### src/rtl/alu_seq_pkg.sv
// Shared opcode constants, illegal-opcode predicate and FSM state encoding
// for the ALU operation sequencer.
package alu_seq_pkg;

  localparam logic [3:0] OP_OR  = 4'd0;
  localparam logic [3:0] OP_AND = 4'd1;
  localparam logic [3:0] OP_NOT = 4'd2;
  localparam logic [3:0] OP_ADD = 4'd3;
  localparam logic [3:0] OP_SUB = 4'd4;
  localparam logic [3:0] OP_NEG = 4'd5;
  localparam logic [3:0] OP_DIV = 4'd7;
  localparam logic [3:0] OP_SHL = 4'd8;
  localparam logic [3:0] OP_SHR = 4'd9;
  localparam logic [3:0] OP_ROL = 4'd11;
  localparam logic [3:0] OP_ROR = 4'd12;

  typedef enum logic [1:0] {IDLE, READ, EXEC, WB} state_t;

  function automatic logic is_illegal(input logic [3:0] op);
    return (op == 4'd6) || (op == 4'd10) || (op >= 4'd13);
  endfunction

endpackage

### src/rtl/alu_op_sequencer_alu.sv
// Combinational ALU: a is the Y operand, b the R[rb] operand.
// err flags illegal opcodes and divide by zero (which yields all ones).
module alu_op_sequencer_alu
  import alu_seq_pkg::*;
#(
  parameter int WIDTH = 8
) (
  input  logic [WIDTH-1:0] a,
  input  logic [WIDTH-1:0] b,
  input  logic [3:0]       op,
  output logic [WIDTH-1:0] y,
  output logic             err
);

  logic [2:0]         sh;
  logic [2*WIDTH-1:0] dbl;

  assign sh  = b[2:0];
  assign dbl = {a, a};

  always_comb begin
    y   = '0;
    err = is_illegal(op);
    case (op)
      OP_OR:  y = a | b;
      OP_AND: y = a & b;
      OP_NOT: y = ~a;
      OP_ADD: y = a + b;
      OP_SUB: y = a - b;
      OP_NEG: y = -a;
      OP_DIV: begin
        if (b == '0) begin
          y   = '1;
          err = 1'b1;
        end else begin
          y = a / b;
        end
      end
      OP_SHL: y = a << sh;
      OP_SHR: y = a >> sh;
      // Rotates pick a WIDTH-bit window out of {a, a}.
      OP_ROL: y = dbl[2*WIDTH-1-int'(sh) -: WIDTH];
      OP_ROR: y = dbl[WIDTH-1+int'(sh) -: WIDTH];
      default: y = '0;
    endcase
  end

endmodule

### src/rtl/alu_op_sequencer.sv
// Register-file ALU sequencer: IDLE -> READ (Y <= R[ra]) -> EXEC (Z <= ALU)
// -> WB (R[rd] <= Z unless err). DIV stays in EXEC for DIV_CYCLES cycles.
module alu_op_sequencer
  import alu_seq_pkg::*;
#(
  parameter int WIDTH      = 8,
  parameter int NREG       = 8,
  parameter int DIV_CYCLES = 4
) (
  input  logic                    clock,
  input  logic                    resetn,
  input  logic                    req_valid,
  output logic                    req_ready,
  input  logic [3:0]              req_op,
  input  logic [$clog2(NREG)-1:0] req_ra,
  input  logic [$clog2(NREG)-1:0] req_rb,
  input  logic [$clog2(NREG)-1:0] req_rd,
  input  logic                    wr_en,
  input  logic [$clog2(NREG)-1:0] wr_addr,
  input  logic [WIDTH-1:0]        wr_data,
  input  logic [$clog2(NREG)-1:0] dbg_addr,
  output logic [WIDTH-1:0]        dbg_data,
  output logic                    busy,
  output logic                    done,
  output logic                    err,
  output logic [WIDTH-1:0]        result
);

  localparam int AW = $clog2(NREG);
  localparam int CW = $clog2(DIV_CYCLES + 1);
  localparam logic [CW-1:0] CNT_LAST = CW'(DIV_CYCLES - 1);

  state_t            state_reg, state_next;
  logic              run_reg;
  logic [3:0]        op_reg;
  logic [AW-1:0]     ra_reg, rb_reg, rd_reg;
  logic [WIDTH-1:0]  y_reg, z_reg;
  logic              err_reg;
  logic [CW-1:0]     cnt_reg;
  logic [WIDTH-1:0]  regs [NREG];
  logic [WIDTH-1:0]  alu_y;
  logic              alu_err;
  logic              accept, exec_last, host_wr, wb_wr;

  // run_reg keeps req_ready low while reset is held and until the first edge after release.
  assign req_ready = run_reg && (state_reg == IDLE);
  assign accept    = req_valid && req_ready;
  assign exec_last = (op_reg != OP_DIV) || (cnt_reg == CNT_LAST);
  assign host_wr   = wr_en && (state_reg == IDLE);
  assign wb_wr     = (state_reg == WB) && !err_reg;

  assign busy     = (state_reg != IDLE);
  assign done     = (state_reg == WB);
  assign err      = (state_reg == WB) && err_reg;
  assign result   = z_reg;
  assign dbg_data = regs[dbg_addr];

  alu_op_sequencer_alu #(.WIDTH(WIDTH)) u_alu (
    .a   (y_reg),
    .b   (regs[rb_reg]),
    .op  (op_reg),
    .y   (alu_y),
    .err (alu_err)
  );

  always_ff @(posedge clock or negedge resetn) begin
    if (!resetn) begin
      state_reg <= IDLE;
      run_reg   <= 1'b0;
    end else begin
      state_reg <= state_next;
      run_reg   <= 1'b1;
    end
  end

  always_comb begin
    state_next = state_reg;
    case (state_reg)
      IDLE:    if (accept) state_next = READ;
      READ:    state_next = EXEC;
      EXEC:    if (exec_last) state_next = WB;
      WB:      state_next = IDLE;
      default: state_next = IDLE;
    endcase
  end

  always_ff @(posedge clock or negedge resetn) begin
    if (!resetn) begin
      op_reg  <= '0;
      ra_reg  <= '0;
      rb_reg  <= '0;
      rd_reg  <= '0;
      y_reg   <= '0;
      z_reg   <= '0;
      err_reg <= 1'b0;
      cnt_reg <= '0;
    end else begin
      case (state_reg)
        IDLE: begin
          if (accept) begin
            op_reg <= req_op;
            ra_reg <= req_ra;
            rb_reg <= req_rb;
            rd_reg <= req_rd;
          end
        end
        READ: begin
          y_reg   <= regs[ra_reg];
          cnt_reg <= '0;
        end
        EXEC: begin
          cnt_reg <= cnt_reg + CW'(1);
          if (exec_last) begin
            z_reg   <= alu_y;
            err_reg <= alu_err;
          end
        end
        default: ;
      endcase
    end
  end

  // Host writes and writeback never coincide: one is IDLE-only, the other WB-only.
  for (genvar gi = 0; gi < NREG; gi++) begin : g_reg
    always_ff @(posedge clock or negedge resetn) begin
      if (!resetn)
        regs[gi] <= '0;
      else if (host_wr && (wr_addr == AW'(gi)))
        regs[gi] <= wr_data;
      else if (wb_wr && (rd_reg == AW'(gi)))
        regs[gi] <= z_reg;
    end
  end

endmodule
### config.mk
export PLATFORM = sky130hd
export DESIGN_NAME = alu_op_sequencer
export DESIGN_NICKNAME = d
export VERILOG_FILES = /design/src/rtl/alu_seq_pkg.sv /design/src/rtl/alu_op_sequencer_alu.sv /design/src/rtl/alu_op_sequencer.sv
export SDC_FILE = /design/constraint.sdc
export NUM_CORES = 1
export LEC_CHECK = 0
export BUFFER_PORTS_ARGS = -buffer_cell sky130_fd_sc_hd__buf_2
export CORE_MARGIN = 1
export CORE_UTILIZATION = 45
export CTS_BUF_LIST = sky130_fd_sc_hd__clkbuf_8
export CTS_CLUSTER_SIZE = 25
export DETAILED_ROUTE_END_ITERATION = 8
export PLACE_DENSITY_LB_ADDON = 0.2
export SYNTH_ARGS = -nofsm -noshare
export SYNTH_HDL_FRONTEND = slang
export SYNTH_SLANG_ARGS = --single-unit
### constraint.sdc
create_clock -name clock -period 18.75 [get_ports clock]
set_input_delay 1.875 -clock clock [delete_from_list [all_inputs] [get_ports clock]]
set_output_delay 1.875 -clock clock [all_outputs]
set_load 0.02 [all_outputs]
# After elaboration in Yosys (flattened, before gate mapping)
# Index checks and enable logic that the tools add are counted.
dict set report word_totals {
  regBits 100
  in_bits 31
  out_inout_bits 20
  elab_cells 148
}
dict set report op_classes {
  n_addsub 6
  div_mod_pow 1
  order_cmp 4
  n_eq_ne 33
  n_shift 4
  n_mux 33
  bitwise 6
  n_reduce_logical 43
}
# cell n
set op_table {}
lappend op_table {{$mux W8} 23}
lappend op_table {{$pmux W8 S11} 1}
lappend op_table {{$bmux W8 S3} 3}
lappend op_table {{$shiftx A23 B32 Y8} 2}
lappend op_table {{$eq A3 B3 Y1 const B} 8}
lappend op_table {{$logic_and A1 B1 Y1} 21}
lappend op_table {{$eq A4 B4 Y1 const B} 5}
lappend op_table {{$reduce_bool A2 Y1} 10}
lappend op_table {{$eq A4 B3 Y1 const B} 4}
lappend op_table {{$ge A4 B4 Y1 const B} 4}
lappend op_table {{$eq A3 B2 Y1 const B} 5}
lappend op_table {{$not A3 Y4} 3}
lappend op_table {{$add A8 B8 Y8} 1}
lappend op_table {{$and A8 B8 Y8} 1}
lappend op_table {{$div A8 B8 Y8} 1}
lappend op_table {{$eq A4 B2 Y1 const B} 2}
lappend op_table {{$logic_not A8 Y1} 1}
lappend op_table {{$neg A8 Y8} 1}
lappend op_table {{$not A8 Y8} 1}
lappend op_table {{$or A8 B8 Y8} 1}
lappend op_table {{$pmux W2 S4} 1}
lappend op_table {{$shl A8 B3 Y8} 1}
lappend op_table {{$shr A8 B3 Y8} 1}
lappend op_table {{$sub A8 B8 Y8} 1}
lappend op_table {{other kinds (18)} 28}

# Longest topological paths before layout
# Gate-level depths: netlist (run 1).
dict set report logic_depth {
  word_depth 7
  mapped_depth 55
  depth_no_buf 52
}

# Cells and area by module
# A second synthesis (run 1) with hierarchy kept.
dict set report unflattened {
  hier_cells 1112
  hier_area_um2 9874.5
}
# mod n_inst cells_per_inst area_each_um2 seq_area_each_um2
set modules_own_cells {}
lappend modules_own_cells {alu_op_sequencer 1 641 6513.7 2502.4}
lappend modules_own_cells {alu_op_sequencer_alu 1 471 3360.7 0.0}

# Worst setup path before layout (run 1)
# OpenSTA, ideal clock, no wires.
dict set report synth_timing {
  kind {register to register}
  startpoint {reg rb_reg[0]}
  endpoint {reg z_reg[0], in the netlist result[0]}
  t_arrival_ns 11.080
  path_slack_ns 7.544
  path_stages_with_launch 52
  n_path_buf 2
  synth_period_minus_slack_ns 11.206
  cell_sequence {dfrtp_1 > buf_6 > mux4_2 > mux2i_1 > buf_2 > ha_1 > a31oi_1 > a31oi_1 > ha_1 > o21a_1 > or2_2 > o2111ai_1 > a22o_1 > ha_1 > o21a_1 > o2bb2ai_1 > nor3_1 > a211o_1 > [16 not listed] > o31a_1 > o21a_1 > mux2i_1 > ha_1 > o21a_1 > o21a_1 > o21a_1 > o31a_1 > o31ai_1 > o21ai_0 > ha_1 > a21boi_0 > o21a_1 > o21a_1 > o2111ai_1 > a31oi_1 > o21a_1 > a221o_1}
}
dict set report synth_between {
  elab_chain_cells 7
}
# item line
set synth_lines {}
lappend synth_lines {{start, declared} alu_op_sequencer.sv:36} ;# logic [AW-1:0] ra_reg, rb_reg, rd_reg;
lappend synth_lines {{start signal, assigned} alu_op_sequencer.sv:103} ;# rb_reg <= req_rb;
lappend synth_lines {{$not A3 Y4 (implied by the code) *} alu_op_sequencer.sv:60} ;# .b (regs[rb_reg]),
lappend synth_lines {{$bmux W8 S3 *} alu_op_sequencer.sv:60}
lappend synth_lines {{$mux W8 (implied by the code) * (2 in a row)} alu_op_sequencer.sv:60}
lappend synth_lines {{$div A8 B8 Y8 (tied with other cells)} alu_op_sequencer_alu.sv:36} ;# y = a / b;
lappend synth_lines {{$mux W8 (tied with other cells)} alu_op_sequencer_alu.sv:32} ;# if (b == '0) begin
lappend synth_lines {{$pmux W8 S11 *} alu_op_sequencer_alu.sv:24} ;# case (op)
lappend synth_lines {{end signal, assigned} alu_op_sequencer.sv:114} ;# z_reg <= alu_y;
lappend synth_lines {{end, declared} alu_op_sequencer.sv:37} ;# logic [WIDTH-1:0] y_reg, z_reg;
# Mark *: on every way between the ends. The rest lies on a longest branch, timed or not. The select of a mux whose other input is x is not followed.
# A chain may end at the register's enable or synchronous reset.

# Worst setup path after layout (run 1)
# Same ends and word-level chain as after synthesis.

==> impl_table.tex, run 1 <==
\begin{tabular}{lr}
\hline
Metric & Value \\
\hline
\multicolumn{2}{l}{\textbf{Status}} \\
Status & finished, final reports clean \\
\multicolumn{2}{l}{\textbf{Worst setup path}} \\
Category of the most critical setup path & flip-flop to flip-flop \\
Crit path max-delay family & compound AO/OA/AOI/OAI gates \\
Library cell contributing the largest single delay on the critical path & dfrtp\_2 \\
Critical path buffer and inverter count & 1 \\
Crit path largest cell delay & 0.96 ns \\
Crit-path most repeated cell & o21a\_1 \\
Kind of start point of the critical path & flip-flop \\
Worst Path Required & 19.04 ns \\
WP data arrival & 13.29 ns \\
Worst Setup End Kind & flip-flop \\
Largest fanout of any net on the critical path & 34 \\
\multicolumn{2}{l}{\textbf{Clock network}} \\
Clock transition at the registers of the reported paths & $\sim$0.11 ns \\
Clock sink count & 100 \\
Number of gates resized after cts & 0 \\
Clock latency on the worst-skew pair & 0.40 ns \\
CTS buffer count & 9 \\
TritonCTS clock tree & built \\
Clock root cell & clkbuf\_8 \\
Post CTS Setup Buffer Count & 0 \\
Hold buffer count at CTS & 0 \\
Maximum number of buffers from clock root to sink & 2 \\
Depth of the CTS H-tree & 3 \\
\multicolumn{2}{l}{\textbf{Final layout}} \\
Post-layout net count & 1118 \\
Flip-flop count of the largest register, all copies and words added & 64 \\
Antenna Cells & 0 \\
Most common library cell in the layout ignoring fill and taps & mux2i\_1 \\
Area added between synthesis and finish & 5.23\% \\
Cell area after layout & 0.0100 mm\^{}2 \\
Commonest cells after routing, fill and taps aside & mux2i\_1 (118), dfrtp\_1 (99), nand2\_1 (91), nor2\_1 (85), o21ai\_0 (79) \\
Share of cells above drive strength 1 & 0.161 \\
\multicolumn{2}{l}{\textbf{Floorplanning}} \\
Vertical die dimension & roughly 150 um \\
Horiz. Die Dim & 147 um \\
Total number of placement rows & 52 \\
Area of the core & 0.0205 mm\^{}2 \\
Area enclosed by the die boundary & 0.0217 mm\^{}2 \\
Starting density of the core & 0.464 \\
I/O pin cnt & 51 \\
\multicolumn{2}{l}{\textbf{Timing}} \\
Period utilization & 0.693 \\
Final hold violation count & 0 \\
Unrepaired setup endpoints after global routing & false \\
Transition time of the tightest slew-check pin & 1.17 ns \\
Sum of negative setup slack & 0 ns \\
Final-report setup violation count & 0 \\
Final-report max-slew violation count & 0 \\
Final clock skew & $\sim$0.011 ns \\
Tightest slew margin relative to the limit & 0.214 \\
Worst Setup Slack, final & 5.75 ns \\
Min cycle time layout & between 10 and 15 ns \\
Maximum frequency from static timing analysis & roughly 77 MHz \\
\multicolumn{2}{l}{\textbf{Global route}} \\
Vias in the first global route & 7780 \\
Total routing resource utilization after global routing & 0.266 \\
Remaining global-route overflow & 0 \\
Antenna violations before repair & 0 \\
Wire length of the first global-routing pass & 44900 um \\
Maximum number of pins on one net before global-route repair & 54 \\
\multicolumn{2}{l}{\textbf{Placed design}} \\
Global placement routability congestion & 0.928 \\
Total cell area at the placement stage & 0.00982 mm\^{}2 \\
Setup slack at placement & 5.87 ns \\
Total half-perimeter wirelength after legalization and detailed placement & 21200 um \\
Input/output buffers & 50 \\
\multicolumn{2}{l}{\textbf{Route}} \\
DRC violations left & 0 \\
Detailed-route vias per instance & 6.38 \\
Total via count in the routed design & 8327 \\
Remaining antenna violation count & 0 \\
Initial detailed-routing violation count & 767 \\
Average wire per standard cell & 21.6 um \\
First drt pass iteration count & 5 \\
Routed wire length & 28200 um \\
\multicolumn{2}{l}{\textbf{Synthesis}} \\
Leading area contributor after synthesis & dfrtp\_1 \\
Count of different cell masters after synthesis & 84 \\
Share of Yosys cell area claimed by the top area cell type & 0.263 \\
Primary FF master, synth & dfrtp\_1 \\
Synth Register Bits & 100 \\
Syn\_area\_per\_cell & approximately 9 um\^{}2 \\
Number of enable flip-flop cells after synthesis & 0 \\
Number of cells produced by synthesis & 1042 \\
Asr flop ratio synth & 1.00 \\
Largest cells by area after synthesis & dfrtp\_1 (26\%), mux2i\_1 (13\%), mux4\_2 (9.2\%), ha\_1 (7.2\%), o21ai\_0 (4.2\%) \\
Number of warnings issued by yosys & 0 \\
Net count after synthesis & approximately 1.1k \\
Netlist area before placement & 0.00952 mm\^{}2 \\
Sequential fraction of the synthesis area & 0.263 \\
\multicolumn{2}{l}{\textbf{Hold path}} \\
Path type of the worst min-delay path & flip-flop to flip-flop \\
\multicolumn{2}{l}{\textbf{Job}} \\
Max Cap Viol & 0 \\
\hline
\end{tabular}
[cell type report]
type,count,area [um^2]
fillers,1970,10500
multi-input cells,832,6560
flip-flops and latches,100,2500
repair buffers,57,305
clock inverters,7,70.1
clock buffers,9,124
well taps,270,338
inverters,31,118
[per-stage QoR]
stage	hold WS, ns	utilization	cells
2_1_floorplan	0.502	-	1042
3_3_place_gp	0.520	0.479	1290
4_1_cts	0.565	0.489	1306
3_5_place_dp	0.548	0.479	1290
6_report	0.558	0.489	1306
5_1_grt	0.602	0.489	1306
[cells in the mapped netlist (5+ instances only)]
cell type,number
nand2_1,91
mux4_2,39
nor2b_1,8
o21ai_1,6
and2_1,5
o2111ai_1,6
o21a_1,28
or2_1,6
or3_1,11
ha_1,55
a22oi_1,6
a21oi_1,49
o221ai_1,6
xnor2_1,10
clkbuf_1,44
buf_1,16
or2_2,5
nor2_1,85
nor3_1,24
inv_1,27
a31oi_1,9
mux2i_1,119
nand3_1,28
mux2_2,33
o21ai_0,79
dfrtp_1,100
o31ai_1,6
a221o_1,5
buf_2,7
a211oi_1,8
o211ai_1,11
nand3b_1,5
nand2b_1,5
[cells by family after synthesis]
| kind of cell | Yosys count | share of synthesized area |
|---|---|---|
| multiplexers | 194 | 0.260 |
| AO/OA/AOI/OAI | 272 | 0.192 |
| XOR/XNOR | 15 | 0.0153 |
| AND/OR/NAND/NOR | 294 | 0.144 |
| other | 1 | 0.000394 |
| flip-flops | 100 | 0.263 |
| adder cells (fa/ha/maj) | 56 | 0.0744 |
| buffers and inverters | 110 | 0.0501 |
[final timing paths]
| path | start | to | slack (ns) | cells after the start |
|---|---|---|---|---|
| max | rb_reg[0]$_DFFE_PN0P_ | result[0]$_DFFE_PN0P_ | 5.75 | 49 |
| min | cnt_reg[1]$_DFFE_PN0P_ | cnt_reg[1]$_DFFE_PN0P_ | 0.56 | 2 |
| max reg2reg | rb_reg[0]$_DFFE_PN0P_ | result[0]$_DFFE_PN0P_ | 5.75 | 49 |
| min reg2reg | cnt_reg[1]$_DFFE_PN0P_ | cnt_reg[1]$_DFFE_PN0P_ | 0.56 | 2 |
| max in group asynchronous | resetn | regs[15]$_DFFE_PN0P_ | 16.12 | 2 |
| min in group asynchronous | resetn | run_reg$_DFF_PN0_ | 1.49 | 1 |
[per-layer routing]
layer	vias to the layer above	routed length, um	track usage
li1	3884	-	-
met1	4139	13300	0.386
met2	269	13100	0.423
met3	35	1280	0.0287
met4	0	495	0.0670
met5	-	0	0
[tightest hold or removal path, delay by kind of cell, from the launching register on]
family | cells | cell delay [ns]
DFF | 1 | 0.40
AOI/OAI and AO/OA | 1 | 0.07
buffers and inverters | 1 | 0.05
Power of run 1 is left out: the tool's default activity adds up to more than one toggle a clock period on the data nets, which glitch-free logic cannot reach.
==> run 2: changes to the inputs <==
--- a/config.mk
+++ b/config.mk
@@ -5,6 +5,7 @@
 export SDC_FILE = /design/constraint.sdc
 export NUM_CORES = 1
 export LEC_CHECK = 0
+export ABC_AREA = 1
 export BUFFER_PORTS_ARGS = -buffer_cell sky130_fd_sc_hd__buf_2
 export CORE_MARGIN = 1
 export CORE_UTILIZATION = 45
==> constraint.sdc (replaced) <==
create_clock -name clock -period 12.2 [get_ports clock]
set_input_delay 1.22 -clock clock [delete_from_list [all_inputs] [get_ports clock]]
set_output_delay 1.22 -clock clock [all_outputs]
set_load 0.02 [all_outputs]
==> run 2 against run 1 <==
Sequential cell count is the same. Register-to-register slack lost 4.6 ns. Worst hold slack lost 0.052 ns. Global-route usage grew 3.9 points. Cell area shrank 0.67%. Non-clock buffer count shrank 2. Largest cell class unchanged.
==> impl_table.tex, run 2 <==
\begin{tabular}{lr}
\hline
Metric & Value \\
\hline
\multicolumn{2}{l}{\textbf{Timing}} \\
Final hold violation count & 0 (unchanged) \\
Maximum frequency from static timing analysis & 90.6 MHz (+18\%) \\
Min cycle time layout & 11.04 ns (-1.96 ns) \\
Final-report max-slew violation count & 0 (unchanged) \\
Transition time of the tightest slew-check pin & 1.01 ns (-0.167 ns) \\
Final clock skew & 0.0187 ns (+0.00762 ns) \\
Period utilization & 0.905 (+0.211) \\
Final-report setup violation count & 0 (unchanged) \\
Tightest slew margin relative to the limit & 0.329 (+0.114) \\
\multicolumn{2}{l}{\textbf{Global route}} \\
Total routing resource utilization after global routing & 0.305 (+0.0391) \\
Maximum number of pins on one net before global-route repair & 69 (+28\%) \\
Wire length of the first global-routing pass & 50900 um (+13\%) \\
Antenna violations before repair & 0 (unchanged) \\
Remaining global-route overflow & 0 (unchanged) \\
Vias in the first global route & 9404 (+21\%) \\
\multicolumn{2}{l}{\textbf{Placed design}} \\
Global placement routability congestion & 0.945 (+1.7\%) \\
Total half-perimeter wirelength after legalization and detailed placement & 24400 um (+15\%) \\
Input/output buffers & 50 (unchanged) \\
\multicolumn{2}{l}{\textbf{Synthesis}} \\
Leading area contributor after synthesis & dfrtp\_1 \\
Syn\_area\_per\_cell & 6.73 um\^{}2 (-26\%) \\
Synth Register Bits & 100 (unchanged) \\
Top-count cell post-synth & nand2\_1 \\
Count of different cell masters after synthesis & 55 (-35\%) \\
Net count after synthesis & 1485 (+32\%) \\
Number of cells produced by synthesis & 1398 (+34\%) \\
Number of enable flip-flop cells after synthesis & 0 (unchanged) \\
Primary FF master, synth & dfrtp\_1 \\
Largest cells by area after synthesis & dfrtp\_1 (27\%), nand2\_1 (11\%), o21ai\_0 (9.7\%), inv\_1 (7.9\%), ha\_1 (7.3\%) \\
Netlist area before placement & 0.00940 mm\^{}2 (-1.2\%) \\
Most used standard cells in the synthesized netlist & nand2\_1 (272), inv\_1 (198), o21ai\_0 (183) \\
Number of warnings issued by yosys & 0 (unchanged) \\
Share of Yosys cell area claimed by the top area cell type & 0.266 (+0.00315) \\
Asr flop ratio synth & 1.00 (unchanged) \\
Sequential fraction of the synthesis area & 0.266 (+0.00315) \\
\multicolumn{2}{l}{\textbf{Hold path}} \\
Hold wc startpoint & cnt\_reg[1]\$\_DFFE\_PN0P\_ \\
Path type of the worst min-delay path & flip-flop to flip-flop \\
Hold path endpoint & cnt\_reg[1]\$\_DFFE\_PN0P\_ \\
Number of cells traversed by the worst hold path & 2 (unchanged) \\
\multicolumn{2}{l}{\textbf{Floorplanning}} \\
Area enclosed by the die boundary & 0.0215 mm\^{}2 (-1.2\%) \\
Vertical die dimension & 147 um (-0.59\%) \\
Total number of placement rows & 52 (unchanged) \\
Starting density of the core & 0.462 (-0.00256) \\
Area of the core & 0.0204 mm\^{}2 (-0.64\%) \\
Horiz. Die Dim & 147 um (-0.59\%) \\
I/O pin cnt & 51 (unchanged) \\
\multicolumn{2}{l}{\textbf{Route}} \\
First drt pass iteration count & 6 (+1) \\
Total via count in the routed design & 9986 (+20\%) \\
Average wire per standard cell & 19.1 um (-12\%) \\
Initial detailed-routing violation count & 1136 (+48\%) \\
Routed wire length & 32000 um (+14\%) \\
DRC violations left & 0 (unchanged) \\
Detailed-route vias per instance & 5.95 (-6.7\%) \\
Remaining antenna violation count & 0 (unchanged) \\
\multicolumn{2}{l}{\textbf{Final layout}} \\
Post-layout net count & 1491 (+33\%) \\
Flip-flop count of the largest register, all copies and words added & 64 (unchanged) \\
Commonest cells after routing, fill and taps aside & nand2\_1 (270), inv\_1 (199), o21ai\_0 (182), nand3\_1 (116), a21oi\_1 (102) \\
Most common library cell in the layout ignoring fill and taps & nand2\_1 \\
Share of cells above drive strength 1 & 0.101 (-0.0597) \\
Final core occ & 0.488 (about the same) \\
Antenna Cells & 0 (unchanged) \\
Area added between synthesis and finish & 5.77\% \\
\multicolumn{2}{l}{\textbf{Worst setup path}} \\
Category of the most critical setup path & flip-flop to flip-flop \\
Largest fanout of any net on the critical path & 20 (-41\%) \\
FF-to-FF setup slack & 1.16 ns (-4.59 ns) \\
Worst Setup End Kind & flip-flop \\
Crit-path most repeated cell & nand2\_1 \\
CP startpoint & rb\_reg[0]\$\_DFFE\_PN0P\_ \\
Number of cells on the worst reg-to-reg path & 76 (+55\%) \\
Kind of start point of the critical path & flip-flop \\
Critical path buffer and inverter count & 7 (+6) \\
Crit path max-delay family & compound AO/OA/AOI/OAI gates \\
Reg2Reg Capture Point & result[0]\$\_DFFE\_PN0P\_ \\
Worst Path Required & 12.48 ns (-6.56 ns) \\
WP data arrival & 11.32 ns (-1.97 ns) \\
Library cell contributing the largest single delay on the critical path & dfrtp\_4 \\
Reg-to-Reg Start & rb\_reg[0]\$\_DFFE\_PN0P\_ \\
Crit path largest cell delay & 0.61 ns (-0.35 ns) \\
\multicolumn{2}{l}{\textbf{Clock network}} \\
Maximum number of buffers from clock root to sink & 2 (unchanged) \\
Post CTS Setup Buffer Count & 0 (unchanged) \\
Clock root cell & clkbuf\_8 \\
Clock sink count & 100 (unchanged) \\
TritonCTS clock tree & built \\
Depth of the CTS H-tree & 3 (unchanged) \\
CTS buffer count & 9 (unchanged) \\
Clock transition at the registers of the reported paths & 0.11 ns (about the same) \\
Clock latency on the worst-skew pair & 0.40 ns (about the same) \\
\multicolumn{2}{l}{\textbf{Job}} \\
Max Cap Viol & 0 (unchanged) \\
\multicolumn{2}{l}{\textbf{Status}} \\
Status & finished, final reports clean \\
\hline
\end{tabular}
## run 2: changes by cell type in the layout (fill, tap and decap cells not counted), sizes merged, moves of 36 or more
cell    change
a21oi      +54
inv       +177
mux2       -36
mux2i     -119
mux4       -39
nand2     +199
nand3     +100
o21ai     +117
o221ai     +40
## run 2: worst reg2reg max path, delay by kind of cell, from the launching register on
| family | cells | cell delay, ns |
|---|---|---|
| buffers and inverters | 7 | 0.74 |
| AO/OA/AOI/OAI | 26 | 3.94 |
| adder cells (fa/ha/maj) | 8 | 2.44 |
| AND/OR/NAND/NOR | 35 | 3.17 |
| flip-flops | 1 | 0.61 |
## run 2: worst max path at each step
stage	end	slack, ns	depth (start not counted)
3_3_place_gp	result[0]$_DFFE_PN0P_	1.05	76
6_report	result[0]$_DFFE_PN0P_	1.16	76
3_5_place_dp	result[0]$_DFFE_PN0P_	0.50	75
4_1_cts	result[0]$_DFFE_PN0P_	0.43	75
2_1_floorplan	result[0]$_DFFE_PN0P_	2.05	81
5_1_grt	result[0]$_DFFE_PN0P_	-0.006	76
## run 2: routing by layer
metal,wire length (um),vias up,global-route usage
met5,0,-,0
met4,1140,0,0.117
met3,3000,76,0.0634
met2,14000,488,0.474
met1,13900,4669,0.414
li1,-,4753,-
## run 2: timing repair
action / in CTS / in global routing
resized for setup: 0 / 11
endpoints found under the setup margin: 0 / 1
hold buffers: 0 / 0
## run 2: kinds of logic (layout without fill, tap and decap cells)
family,after synthesis,after routing,synth area share
and+or+nand+nor,539,539,0.262
AOI/OAI and AO/OA,411,411,0.258
buffers and inverters,270,281,0.118
DFF,100,100,0.266
adders and majority gates,56,56,0.0753
xor gates and xnor gates,21,21,0.0196
other,1,1,0.000399
## run 2: area by class of cell
cell class	count	area [um^2]
Fill cell	2138	10400
Multi-Input combinational cell	1028	5800
Sequential cell	100	2510
Inverter	210	802
Tap cell	270	338
Timing Repair Buffer	55	290
Clock buffer	9	124
Clock inverter	7	80.1
## run 2: metrics by stage
| step | area (um^2) | hold slack (ns) | TNS [ns] | instances | setup WS (ns) |
|---|---|---|---|---|---|
| floorplan | 9400 | 0.453 | 0 | 1398 | 2.05 |
| global placement | 9720 | 0.473 | 0 | 1663 | 1.05 |
| detailed placement | 9720 | 0.492 | 0 | 1663 | 0.497 |
| CTS | 9920 | 0.520 | 0 | 1679 | 0.435 |
| global route | 9950 | 0.543 | -0.00573 | 1679 | -0.00573 |
| finish | 9950 | 0.506 | 0 | 1679 | 1.16 |
Power of run 2 is left out for the same reason.
